### src/rtl/motor_pkg.sv
// Shared types, constants and helpers for the motor command sequencer.
package motor_pkg;

   typedef enum logic [1:0] {
      IDLE,
      DRIVE,
      DEAD
   } chan_state_t;

   // Number of pwm_cnt steps per PWM period (pwm_cnt counts 0..PWM_PERIOD-1).
   localparam int unsigned PWM_PERIOD = 127;

   // Magnitude of a signed speed command; -128 saturates to 127.
   function automatic logic [6:0] cmd_mag(input logic signed [7:0] cmd);
      if (cmd == 8'sh80) begin
         return 7'd127;
      end
      return cmd[7] ? 7'(-cmd) : cmd[6:0];
   endfunction

endpackage

### src/rtl/motor_channel.sv
// One H-bridge channel: pending/duty registers, IDLE/DRIVE/DEAD sequencing
// with dead time on reversal, and registered enable/direction outputs.
module motor_channel
   import motor_pkg::*;
#(
   parameter int unsigned DEAD_CYCLES = 50
) (
   input  logic              clk,
   input  logic              reset,
   input  logic              frame_valid,
   input  logic signed [7:0] cmd,
   input  logic              abort,
   input  logic [6:0]        pwm_cnt_next,
   input  logic              pwm_wrap,
   output logic              enable,
   output logic              dir_fwd,
   output logic              dir_rev
);

   localparam int unsigned   DW        = (DEAD_CYCLES > 1) ? $clog2(DEAD_CYCLES) : 1;
   localparam logic [DW-1:0] DEAD_LAST = DW'(DEAD_CYCLES - 1);

   chan_state_t       state;
   logic signed [7:0] pending;
   logic [6:0]        duty;
   logic [6:0]        pend_mag;
   logic [DW-1:0]     dead_cnt;
   logic              pend_zero;
   logic              pend_rev;

   // Decode the pending command into magnitude, zero and direction flags.
   always_comb begin
      pend_mag  = cmd_mag(pending);
      pend_zero = (pending == 8'sd0);
      pend_rev  = pending[7];
   end

   // Enable is registered from the next-cycle pwm count and duty, so the
   // flop equals (state == DRIVE) && (pwm_cnt < duty) every cycle.
   always_ff @(posedge clk or negedge reset) begin
      if (!reset) begin
         state    <= IDLE;
         pending  <= '0;
         duty     <= '0;
         dead_cnt <= '0;
         enable   <= 1'b0;
         dir_fwd  <= 1'b0;
         dir_rev  <= 1'b0;
      end else begin
         if (frame_valid) begin
            pending <= cmd;
         end else if (abort) begin
            pending <= '0;
         end

         if (abort) begin
            state    <= IDLE;
            duty     <= '0;
            dead_cnt <= '0;
            enable   <= 1'b0;
            dir_fwd  <= 1'b0;
            dir_rev  <= 1'b0;
         end else begin
            case (state)
               IDLE: begin
                  enable <= 1'b0;
                  if (!pend_zero) begin
                     state   <= DRIVE;
                     duty    <= pend_mag;
                     dir_fwd <= !pend_rev;
                     dir_rev <= pend_rev;
                     enable  <= (pwm_cnt_next < pend_mag);
                  end
               end
               DRIVE: begin
                  if (pend_zero) begin
                     state   <= IDLE;
                     enable  <= 1'b0;
                     dir_fwd <= 1'b0;
                     dir_rev <= 1'b0;
                  end else if (pend_rev != dir_rev) begin
                     state    <= DEAD;
                     dead_cnt <= '0;
                     enable   <= 1'b0;
                     dir_fwd  <= 1'b0;
                     dir_rev  <= 1'b0;
                  end else if (pwm_wrap) begin
                     duty   <= pend_mag;
                     enable <= (pwm_cnt_next < pend_mag);
                  end else begin
                     enable <= (pwm_cnt_next < duty);
                  end
               end
               DEAD: begin
                  enable <= 1'b0;
                  if (dead_cnt == DEAD_LAST) begin
                     if (pend_zero) begin
                        state <= IDLE;
                     end else begin
                        state   <= DRIVE;
                        duty    <= pend_mag;
                        dir_fwd <= !pend_rev;
                        dir_rev <= pend_rev;
                        enable  <= (pwm_cnt_next < pend_mag);
                     end
                  end else begin
                     dead_cnt <= dead_cnt + 1'b1;
                  end
               end
               default: begin
                  state   <= IDLE;
                  enable  <= 1'b0;
                  dir_fwd <= 1'b0;
                  dir_rev <= 1'b0;
               end
            endcase
         end
      end
   end

endmodule

### src/rtl/motor_cmd_sequencer.sv
// Two-channel motor command sequencer: shared PWM prescaler/counter and
// frame watchdog feeding two motor_channel instances.
module motor_cmd_sequencer
   import motor_pkg::*;
#(
   parameter int unsigned PWM_DIV     = 4,
   parameter int unsigned DEAD_CYCLES = 50,
   parameter int unsigned WDOG_CYCLES = 1_000_000
) (
   input  logic              clk,
   input  logic              reset,
   input  logic              frame_valid,
   input  logic signed [7:0] motor1,
   input  logic signed [7:0] motor2,
   output logic              enable12,
   output logic              enable34,
   output logic              a1,
   output logic              a2,
   output logic              a3,
   output logic              a4,
   output logic              wdog_fault
);

   localparam int unsigned   PW         = (PWM_DIV > 1) ? $clog2(PWM_DIV) : 1;
   localparam int unsigned   WW         = $clog2(WDOG_CYCLES);
   localparam logic [PW-1:0] PRESC_LAST = PW'(PWM_DIV - 1);
   localparam logic [WW-1:0] WDOG_LAST  = WW'(WDOG_CYCLES - 1);
   localparam logic [6:0]    PWM_LAST   = 7'(PWM_PERIOD - 1);

   logic [PW-1:0] presc;
   logic [6:0]    pwm_cnt;
   logic [6:0]    pwm_cnt_next;
   logic          pwm_tick;
   logic          pwm_wrap;
   logic [WW-1:0] wdog_cnt;
   logic          timeout;

   // PWM tick/wrap decode and watchdog expiry (a frame on the same cycle wins).
   always_comb begin
      pwm_tick     = (presc == PRESC_LAST);
      pwm_wrap     = pwm_tick && (pwm_cnt == PWM_LAST);
      pwm_cnt_next = pwm_cnt;
      if (pwm_wrap) begin
         pwm_cnt_next = '0;
      end else if (pwm_tick) begin
         pwm_cnt_next = pwm_cnt + 1'b1;
      end
      timeout = !frame_valid && !wdog_fault && (wdog_cnt == WDOG_LAST);
   end

   // Shared prescaler and 0..126 PWM counter.
   always_ff @(posedge clk or negedge reset) begin
      if (!reset) begin
         presc   <= '0;
         pwm_cnt <= '0;
      end else begin
         presc   <= pwm_tick ? '0 : presc + 1'b1;
         pwm_cnt <= pwm_cnt_next;
      end
   end

   // Frame watchdog: cleared by each frame, holds once the fault latches.
   always_ff @(posedge clk or negedge reset) begin
      if (!reset) begin
         wdog_cnt   <= '0;
         wdog_fault <= 1'b0;
      end else if (frame_valid) begin
         wdog_cnt   <= '0;
         wdog_fault <= 1'b0;
      end else if (timeout) begin
         wdog_fault <= 1'b1;
      end else if (!wdog_fault) begin
         wdog_cnt <= wdog_cnt + 1'b1;
      end
   end

   motor_channel #(
      .DEAD_CYCLES (DEAD_CYCLES)
   ) u_ch1 (
      .clk          (clk),
      .reset        (reset),
      .frame_valid  (frame_valid),
      .cmd          (motor1),
      .abort        (timeout),
      .pwm_cnt_next (pwm_cnt_next),
      .pwm_wrap     (pwm_wrap),
      .enable       (enable12),
      .dir_fwd      (a1),
      .dir_rev      (a2)
   );

   motor_channel #(
      .DEAD_CYCLES (DEAD_CYCLES)
   ) u_ch2 (
      .clk          (clk),
      .reset        (reset),
      .frame_valid  (frame_valid),
      .cmd          (motor2),
      .abort        (timeout),
      .pwm_cnt_next (pwm_cnt_next),
      .pwm_wrap     (pwm_wrap),
      .enable       (enable34),
      .dir_fwd      (a3),
      .dir_rev      (a4)
   );

endmodule

### config.mk
export PLATFORM = sky130hd
export DESIGN_NAME = motor_cmd_sequencer
export DESIGN_NICKNAME = d
export VERILOG_FILES = /design/src/rtl/motor_pkg.sv /design/src/rtl/motor_channel.sv /design/src/rtl/motor_cmd_sequencer.sv
export SDC_FILE = /design/constraint.sdc
export NUM_CORES = 1
export LEC_CHECK = 0
export ABC_AREA = 1
export CAP_MARGIN = 15
export CORE_MARGIN = 2
export CORE_UTILIZATION = 33
export CTS_CLUSTER_SIZE = 30
export DETAILED_ROUTE_END_ITERATION = 10
export PLACE_DENSITY_LB_ADDON = 0.08
export SLEW_MARGIN = 10
export SYNTH_ARGS = -nofsm -noshare
export SYNTH_HDL_FRONTEND = slang
export SYNTH_SLANG_ARGS = --single-unit
### constraint.sdc
create_clock -name clk -period 2.9 [get_ports clk]
set_clock_uncertainty 0.1 [all_clocks]
set_input_delay 0.58 -clock clk [delete_from_list [all_inputs] [get_ports clk]]
set_output_delay 0.58 -clock clk [all_outputs]
set_load 0.005 [all_outputs]
* Yosys cells after proc, flatten, opt, wreduce, memory -nomap -nowiden
Cells that the tools add are included.
** Word-level totals
- Input bits :: 19
- Flip-flop bits (word level) :: 82
- Output and inout bits :: 7
- Logic and storage cells :: 176
** Cells by class
- Add/sub/neg operators :: 7
- Magnitude comparators :: 4
- Muxes and demuxes :: 91
- Reductions and logical operators :: 25
- Equal/unequal tests :: 31
** Operators with widths (count)
- 2-to-1 mux 7 bit :: 20
- 2-to-1 mux 20 bit :: 3
- 2-to-1 mux 6 bit :: 8
- case mux 7 bit (3 select lines) :: 2
- 2-to-1 mux 1 bit :: 34
- inequality test 3 bit (second input constant) :: 10
- < comparator 7 bit :: 4
- 2-to-1 mux 8 bit :: 3
- case mux 6 bit (2 select lines) :: 2
- 2-to-1 mux 2 bit :: 11
- adder 20 x 1 -> 20 bit (second input constant) :: 1
- == test 20 bit (second input constant) :: 1
- case mux 1 bit (3 select lines) :: 6
- == test 8 bit (second input constant) :: 2
- logical NOT 8 bit :: 2
- negation 7 bit :: 2
- adder 6 x 1 -> 6 bit (second input constant) :: 2
- == test 6 bit (second input constant) :: 2
- inequality test 3 x 2 -> 1 bit (second input constant) :: 4
- case mux 2 bit (3 select lines) :: 2
- AND reduction 5 bit :: 2
- inequality test 4 x 2 -> 1 bit (second input constant) :: 2
- AND reduction 4 bit :: 2
- nonzero test 4 bit :: 2
- other kinds (14) :: 29

* Longest topological paths before layout
Gate-level depths: netlist of run 1.
- Depth after elaboration :: 9
- Mapped depth :: 16
- Depth with buffers taken out :: 16

* Modules after synthesis
Synthesis of run 1 repeated with hierarchy kept, for this count alone.
** Second synthesis, totals
- Cell total of the unflattened synthesis :: 734
- Area, all modules :: 5492.8 µm²
** Modules (own cells, without submodules)
- motor_channel :: instances 2, area an instance 1804.2 µm², seq. area each 650.6 µm², cells each 240
- motor_cmd_sequencer :: instances 1, area an instance 1884.3 µm², seq. area each 750.7 µm², cells each 254

* Least setup slack after synthesis of run 1
OpenSTA, ideal clock, no wires.
- Path type :: register to register
- Start :: register presc[0]
- End :: register u_ch1.enable
- Slack :: 271 ps
- Path buffers :: 0
- Library setup time :: 77 ps
- Arrival time :: 2452 ps
- Period minus slack after synthesis :: 2629 ps
- Data required time :: 2723 ps
- Stages on the path, launching flop included :: 14
- Path through :: dfrtp_1 ha_1 inv_1 nor2_1 nand2_2 inv_1 a311oi_1 ha_1 nand2_1 o21ai_0 or2_2 a21oi_1 nand2_1 a21oi_1
** On the way
- Word-level cells in the longest chain between the ends :: 9
- Elaborated cells on any way between the ends :: 13
- Classes of those cells :: 2 x order compare; 1 x eq/ne; 9 x mux; 1 x reduce/logical
** RTL lines
- from (decl) :: RTL line motor_cmd_sequencer.sv:30 : logic [PW-1:0] presc;
- from (signal assigned) :: RTL line motor_cmd_sequencer.sv:57 : presc <= pwm_tick ? '0 : presc + 1'b1;
- == test 2 bit (*) :: RTL line motor_cmd_sequencer.sv:40 : pwm_tick = (presc == PRESC_LAST);
- 2-to-1 mux 7 bit or logical AND 1 bit (tied branches) :: RTL line motor_cmd_sequencer.sv:45, motor_cmd_sequencer.sv:41
- 2-to-1 mux 7 bit (*) :: RTL line motor_cmd_sequencer.sv:43 : if (pwm_wrap) begin
- named net pwm_cnt_next[5] :: RTL line motor_cmd_sequencer.sv:32 : logic [6:0] pwm_cnt_next;
- < comparator 7 bit (on tied branches)
- 2-to-1 mux 1 bit :: RTL line motor_channel.sv:87 : end else if (pwm_wrap) begin
- 2-to-1 mux 1 bit :: RTL line motor_channel.sv:81 : end else if (pend_rev != dir_rev) begin
- 2-to-1 mux 1 bit :: RTL line motor_channel.sv:76 : if (pend_zero) begin
- case mux 1 bit (3 select lines) (*) :: RTL line motor_channel.sv:64 : case (state)
- 2-to-1 mux 1 bit (*) :: RTL line motor_channel.sv:56 : if (abort) begin
- to (signal assigned) :: RTL line motor_channel.sv:72 : enable <= (pwm_cnt_next < pend_mag);
- to (signal assigned) :: RTL line motor_channel.sv:89 : enable <= (pwm_cnt_next < pend_mag);
- to (signal assigned) :: RTL line motor_channel.sv:91 : enable <= (pwm_cnt_next < duty);
- to (decl) :: RTL line motor_channel.sv:15 : output logic enable,
The timed path passes the listed nets; every way through them passes the cells marked *.
A chain may end at the register's enable or synchronous reset.

* Worst setup path in the final report of run 1
Ends and elaborated chain as after synthesis.

==> results of run 1 <==
==> what timing repair did <==
item                                    in CTS  in global routing
endpoints found under the setup margin       0                  1
resized for setup                            0                  4
buffers inserted                             0                  4
==> worst paths after layout <==
check                                         from                            end
min in group clk                presc[0]$_DFF_PN0_             presc[0]$_DFF_PN0_
worst min register to register  presc[0]$_DFF_PN0_             presc[0]$_DFF_PN0_
worst max register to register  presc[0]$_DFF_PN0_         u_ch1.enable$_DFF_PN0_
max in group asynchronous                    reset       wdog_cnt[15]$_DFFE_PN0P_
worst min-delay path                         reset  u_ch1.dead_cnt[2]$_DFFE_PN0P_
worst max-delay path            presc[0]$_DFF_PN0_         u_ch1.enable$_DFF_PN0_
==> worst reg2reg max path: cells and delay by family (launching register included) <==
| family | cells | cell delay [ps] |
|---|---|---|
| compound gates | 5 | 620 |
| fa+ha+maj | 2 | 430 |
| buf+inv | 2 | 280 |
| flops | 1 | 400 |
| simple gates | 6 | 720 |
==> cells in the mapped netlist (all sizes together), types with 2 or more instances <==
master  number  area share [%]
xor2        19             3.1
clkbuf       3            0.21
nor3b        2            0.28
o21bai       2            0.28
a21boi       2            0.28
xnor2        5            0.81
o21ai       57             5.8
nand3       57             5.9
o211ai       2            0.37
or2          3            0.35
buf         11             1.5
nor2        65             4.6
inv         92             6.4
dfrtp       82              38
nand2      215              15
o31ai       12             1.7
a21oi       22             2.0
ha          30             6.9
nor3        20             2.0
nand4       12             1.7
nand3b       8             1.5
==> sequential cells by signal, summed over array words and instances (netlist names), 2 cells and up <==
signal	cells
u_ch1.state	2
u_ch2.dead_cnt	6
u_ch2.pending	8
pwm_cnt	7
u_ch1.dead_cnt	6
u_ch1.pending	8
presc	2
u_ch2.state	2
u_ch1.duty	7
wdog_cnt	20
u_ch2.duty	7
==> power by group <==
part	switching, mW	internal, mW
Clock	0.451	0.614
Sequential	0.185	1.37
Combinational	0.892	0.570
Total	1.53	2.56
==> cells by family (layout without fill, tap and decap cells) <==
family | Yosys count | in the layout
buf+inv | 107 | 150
simple gates | 387 | 387
xor+xnor | 24 | 24
fa+ha+maj | 30 | 30
compound gates | 100 | 100
mux | 1 | 1
flops | 82 | 82
==> metrics by stage <==
step / total power, mW / utilization [%] / hold slack (ps) / area, sq um
2_1_floorplan: 2.62 / - / 184 / 5410
3_3_place_gp: 3.02 / 37.5 / 316 / 5980
3_5_place_dp: 3.04 / 37.5 / 324 / 5980
4_1_cts: 4.14 / 39.1 / 160 / 6240
5_1_grt: 4.45 / 39.4 / 178 / 6280
6_report: 4.08 / 39.4 / 140 / 6280
==> routing by layer <==
| metal | vias to the layer above | global-route usage [%] | share of wire (%) |
|---|---|---|---|
| met2 | 71 | 25.5 | 43 |
| li1 | 2455 | - | - |
| met3 | 10 | 3.23 | 3.6 |
| met4 | 0 | 3.99 | 1.0 |
| met1 | 2228 | 24.9 | 53 |
| met5 | - | 0 | 0 |
==> area by class of cell <==
cell class                      instances  share of cell area [%]
Clock buffer                           13                    4.14
Inverter                               93                    5.56
Multi-Input combinational cell        542                    46.7
Sequential cell                        82                    32.7
Tap cell                              216                    4.30
Timing Repair Buffer                   44                    6.61
==> cells in the final DEF, fill, tap and decap left out, types with 3 or more instances in the layout <==
cell and count:
sky130_fd_sc_hd__nand2_1 208, sky130_fd_sc_hd__xor2_1 19, sky130_fd_sc_hd__buf_4 18, sky130_fd_sc_hd__o31ai_1 12, sky130_fd_sc_hd__dfrtp_1 82, sky130_fd_sc_hd__inv_2 3, sky130_fd_sc_hd__nor3_1 18, sky130_fd_sc_hd__nand3_2 4
sky130_fd_sc_hd__inv_1 89, sky130_fd_sc_hd__o21ai_1 10, sky130_fd_sc_hd__o21ai_0 40, sky130_fd_sc_hd__xnor2_1 5, sky130_fd_sc_hd__nand2_2 7, sky130_fd_sc_hd__ha_1 28, sky130_fd_sc_hd__nand4_1 11, sky130_fd_sc_hd__nor2_1 63
sky130_fd_sc_hd__a21oi_1 22, sky130_fd_sc_hd__nand3_1 52, sky130_fd_sc_hd__clkdlybuf4s50_1 24, sky130_fd_sc_hd__nand3b_1 5, sky130_fd_sc_hd__o21ai_2 7, sky130_fd_sc_hd__clkbuf_16 9
==> parameters.txt, run 1 <==
Parameter                              Value

Worst setup path
  Cell with the biggest individual delay on the critical path    sky130_fd_sc_hd__dfrtp_1
  Largest incremental delay on the critical path    400 ps
  Number of buffer and inverter stages on the critical path    2
  Required @ worst endpoint    3070 ps
  Top Family by Delay on Critical Path    simple AND/OR/NAND/NOR gates
  CP Capture Type    flop
  Register-to-register setup slack    270 ps
  CP Depth    15
  Category of the critical setup timing path    flop to flop
  Depth of the worst register-to-register path    15
  Startpoint type of the worst setup path    flop
  Cells traversed along the worst timing path    ha_4, nand2_1, inv_1, nand3_1, nor2_1, a21oi_1, a311oi_1, buf_4, ha_1, nand2_1, o21ai_0, or2_2, a21oi_1, nand2_1, a21oi_1
  Maximum fanout along the worst path    7
  Arr. time, crit path    2800 ps

Die
  Starting density of the core    33.9%
  Die Wd    132 um
  Core footprint    15,900 sq um
  Total die area    17,400 sq um
  Vert. Die Dim    132 um
  Total number of placement rows    46
  Top-level I/O count    26

Layout
  Layout Cells excl Fill    990
  Multi-input combinational cell area    2940 sq um
  Antenna fix cells    0
  Fillcell total    1,670
  Sequential standard cell area    2050 sq um
  Count of nets after finishing    821
  Area Overhead vs Synth    16.1%
  Layout cells sized above 1    8.66%

Synthesis
  Count of state elements after synthesis    82
  Synthesized Nets    780
  Complex-gate fraction of the synthesized area    10.8%
  Commonest register cell after synthesis    sky130_fd_sc_hd__dfrtp_1
  Count of flip-flops with a built-in enable after synthesis    0
  Area share of and/or/nand/nor cells after synthesis    32.1%
  Mapped Area    5410 sq um
  Yosys synthesis warning count    0
  Largest family of logic cells by synthesized area    simple AND/OR/NAND/NOR gates
  Parity-gate share of the synthesized area counting xor and xnor cells    3.88%
  Syn avg cell area    7.40 sq um
  Area share of fa/ha/maj cells after synthesis    6.94%
  Gate Count Post-Synth    731
  Share of synthesized area occupied by flip-flops and latches    37.9%
  Async set or reset register ratio after synthesis    100%
  Count of unique library cells instantiated by Yosys    45
  Post-synthesis mux area share    0.185%

Placement
  Global placement routability congestion    0.847
  HPWL reported at the end of detailed placement    10,700 um
  Number of buffers added on ports    25
  Worst setup slack after placement    173 ps
  Number of placed instances with taps included    973

Worst hold path
  Class of the most critical hold timing path    input pin to async pin

Clock network
  CTS buffer count    9
  Clock sink count    82
  TritonCTS clock tree    built
  Hold-fix buffer count after cts    0
  Clk Latency, worst-skew pair    350 ps
  Maximum buffer depth of the clock tree    2
  Root buffer cell    sky130_fd_sc_hd__clkbuf_16
  Clock transition at path regs    60 ps
  # H-tree levels    3

STA
  RSZ-0062 raised after global routing    no
  Relative slew slack    50.9%
  Count of endpoints failing setup in the final report    0
  Final WS setup    265 ps
  Actual transition at the worst max-transition pin    731 ps
  Total count of hold-check failures in the final report    0
  Max Fclk    380 MHz
  Fraction of the cycle the final worst path needs    90.9%
  Time the worst path needs with I/O delays and setup    2630 ps
  Total count of max-transition violations in the final report    0
  Setup_tns    0 ps

Power
  Pwr per Cell Area    650 nW/um^2
  Maximum VDD drop    283 uV
  Static power due to leakage    3.10 nW

Routing
  Detailed Route Iter0 Violations    287
  Total length of routed wires    14,000 um
  Total iterations of the first detailed-routing run    5
  Via count    4,764
  Average routed wire per standard cell    14.2 um
  Count of unresolved DRC violations after routing    0
  Vias/cell    4.81
  Final ANT Viol Nets    0

GRT
  Initial antenna violation count    0
  Vias in the first global route    4,695
  Final global-route overflow total    0
  Global-route wire length before repair    23,700 um
  Total Routing Usage GR    16.9%
  Maximum number of pins on one net before global-route repair    43

Run status
  Result of the run    finished clean

Run
  Reported max-cap violation count    0
No activity file was read; power rests on OpenSTA's default activity.
==> inputs of run 2 (changes only) <==
Settings changed: TNS_END_PERCENT from default to 20.
==> results of run 2 <==
Same layout as run 1: the final DEF is identical, and so are final timing and power.
==> inputs of run 3 (changes only) <==
Settings changed: SETUP_SLACK_MARGIN from default to 0.1.
==> parameters.txt, run 3 (synthesis gave the netlist of run 1 again) <==
Parameter                              Value

Layout
  Register with the most flip-flops    wdog_cnt
  Biggest regs    wdog_cnt x20, u_ch1.pending x8, u_ch2.pending x8
  Largest register FFs    20 (unchanged)
  Multi-input combinational cell area    2950 sq um (+0.30%)
  Commonest cells after routing, fill and taps aside    207 x sky130_fd_sc_hd__nand2_1, 89 x sky130_fd_sc_hd__inv_1, 80 x sky130_fd_sc_hd__dfrtp_1
  Sequential standard cell area    2050 sq um (+0.12%)
  Fillcell total    1,668 (-0.12%)
  Count of nets after finishing    823 (+0.24%)
  Area Overhead vs Synth    16.6%
  Leading cell type in the layout, fill and taps excluded    sky130_fd_sc_hd__nand2_1
  Layout cells sized above 1    9.54% (+0.88 points)
  Antenna fix cells    0 (unchanged)

Die
  Total die area    17,400 sq um (unchanged)
  Die Wd    132 um (unchanged)
  Core footprint    15,900 sq um (unchanged)
  Vert. Die Dim    132 um (unchanged)
  Top-level I/O count    26 (unchanged)
  Starting density of the core    33.9% (unchanged)
  Total number of placement rows    46 (unchanged)

Clock network
  Clock transition at path regs    60 ps (about the same)
  Hold-fix buffer count after cts    0 (unchanged)
  Maximum buffer depth of the clock tree    2 (unchanged)
  CTS buffer count    9 (unchanged)
  Clk Latency, worst-skew pair    350 ps (about the same)
  TritonCTS clock tree    built
  Root buffer cell    sky130_fd_sc_hd__clkbuf_16
  # H-tree levels    3 (unchanged)
  Clock sink count    82 (unchanged)

Run status
  Result of the run    finished clean

GRT
  Final global-route overflow total    0 (unchanged)
  Maximum number of pins on one net before global-route repair    43 (unchanged)
  Vias in the first global route    4,695 (unchanged)
  Global-route wire length before repair    23,700 um (unchanged)
  Grt met3 use    3.23% (unchanged)
  M2 GR Usage    25.5% (unchanged)
  Initial antenna violation count    0 (unchanged)
  Busiest layer in global routing    met2
  Total Routing Usage GR    16.9% (unchanged)
  Met1 usage in global routing    24.9% (unchanged)

STA
  RSZ-0062 raised after global routing    yes
  Final WS setup    302 ps (+37.4 ps)
  Actual transition at the worst max-transition pin    745 ps (+14.5 ps)
  Total count of max-transition violations in the final report    0 (unchanged)
  Count of endpoints failing setup in the final report    0 (unchanged)
  Time the worst path needs with I/O delays and setup    2600 ps (-37.4 ps)
  Max Fclk    385 MHz (+1.4%)
  Relative slew slack    49.9% (-0.97 points)
  Fraction of the cycle the final worst path needs    89.6% (-1.3 points)
  Setup_tns    0 ps (unchanged)
  Total count of hold-check failures in the final report    0 (unchanged)

Worst setup path
  Number of buffer and inverter stages on the critical path    3 (+1)
  Startpoint type of the worst setup path    flop
  CP Depth    14 (-1)
  Endpoint of the lowest-slack register-to-register path    u_ch1.enable$_DFF_PN0_
  Crit Reg-Reg Startpoint    presc[0]$_DFF_PN0_
  Register-to-register setup slack    300 ps (+40 ps)
  Top Family by Delay on Critical Path    simple AND/OR/NAND/NOR gates
  Cell with the biggest individual delay on the critical path    sky130_fd_sc_hd__dfrtp_1
  Category of the critical setup timing path    flop to flop
  Depth of the worst register-to-register path    14 (-1)
  Cells traversed along the worst timing path    ha_4, inv_1, nor2_1, nand2_2, inv_1, a311oi_1, buf_4, ha_1, nand2_1, o21ai_0, or2_2, a21oi_1, nand2_1, a21oi_2
  Largest incremental delay on the critical path    410 ps (about the same)
  CP Capture Type    flop
  Arr. time, crit path    2770 ps (-30 ps)
  Maximum fanout along the worst path    7 (unchanged)
  Required @ worst endpoint    3070 ps (about the same)

Placement
  Worst setup slack after placement    173 ps (unchanged)
  Global placement routability congestion    0.847 (unchanged)
  Number of buffers added on ports    25 (unchanged)
  HPWL reported at the end of detailed placement    10,700 um (unchanged)

Routing
  Detailed Route Iter0 Violations    281 (-2.1%)
  Count of unresolved DRC violations after routing    0 (unchanged)
  Total iterations of the first detailed-routing run    4 (-1)
  Via count    4,768 (+0.084%)
  Final ANT Viol Nets    0 (unchanged)
  Vias/cell    4.81 (-0.12%)
  Total length of routed wires    14,000 um (about the same)
  Average routed wire per standard cell    14.1 um (-0.14%)

Power
  Maximum VDD drop    283 uV (about the same)
  Static power due to leakage    3.10 nW (+0.26%)
  Pwr per Cell Area    648 nW/um^2 (-0.22%)

Run
  Reported max-cap violation count    0 (unchanged)

Worst hold path
  Class of the most critical hold timing path    input pin to async pin
==> run 3: worst max path at each step <==
stage,start,endpoint,slack (ps)
after floorplan,presc[0]$_DFF_PN0_,u_ch1.enable$_DFF_PN0_,270
after global routing,presc[0]$_DFF_PN0_,u_ch1.enable$_DFF_PN0_,90
after detailed placement,presc[0]$_DFF_PN0_,u_ch1.enable$_DFF_PN0_,170
final,presc[0]$_DFF_PN0_,u_ch1.enable$_DFF_PN0_,300
after CTS,presc[0]$_DFF_PN0_,u_ch1.enable$_DFF_PN0_,140
after global placement,presc[0]$_DFF_PN0_,u_ch1.enable$_DFF_PN0_,170
==> run 3: worst reg2reg max path, stage by stage (launching register included) <==
cell and delay (ps):
sky130_fd_sc_hd__dfrtp_1 410, sky130_fd_sc_hd__ha_4 200, sky130_fd_sc_hd__inv_1 80, sky130_fd_sc_hd__nor2_1 60
sky130_fd_sc_hd__nand2_2 140, sky130_fd_sc_hd__inv_1 80, sky130_fd_sc_hd__a311oi_1 260, sky130_fd_sc_hd__buf_4 200
sky130_fd_sc_hd__ha_1 230, sky130_fd_sc_hd__nand2_1 80, sky130_fd_sc_hd__o21ai_0 80, sky130_fd_sc_hd__or2_2 290
sky130_fd_sc_hd__a21oi_1 120, sky130_fd_sc_hd__nand2_1 90, sky130_fd_sc_hd__a21oi_2 120
==> run 3: where the power goes <==
part	internal [mW]	switching, mW	total (mW)
Sequential	1.37	0.186	1.56
Clock	0.614	0.451	1.06
Combinational	0.574	0.895	1.47
==> run 3: metal layers <==
| layer | vias to the layer above | wire length, um |
|---|---|---|
| li1 | 2459 | - |
| met1 | 2231 | 7330 |
| met2 | 66 | 6030 |
| met3 | 12 | 504 |
| met4 | 0 | 160 |
| met5 | - | 0 |
==> run 3: area by class of cell <==
class / instances / share of cell area, %
multi-input combinational: 542 / 46.7
timing repair buffer: 46 / 6.82
tap: 216 / 4.28
clock buffer: 13 / 4.12
inverter: 93 / 5.53
sequential: 82 / 32.6
==> run 3: through the flow <==
stage          utilization [%]  area, sq um  hold slack, ps  power [mW]  cells
2_1_floorplan                -         5410             184        2.62    731
3_3_place_gp              37.5         5980             316        3.02    973
3_5_place_dp              37.5         5980             324        3.04    973
4_1_cts                   39.1         6240             160        4.14    986
5_1_grt                   39.6         6310             178        4.46    992
6_report                  39.6         6310             141        4.09    992
==> run 3: what timing repair did <==
action	4_1_cts	5_1_grt
endpoints found under the setup margin	0	2
gates resized for setup	0	9
endpoints found under the hold margin	0	0
buffers inserted	0	6
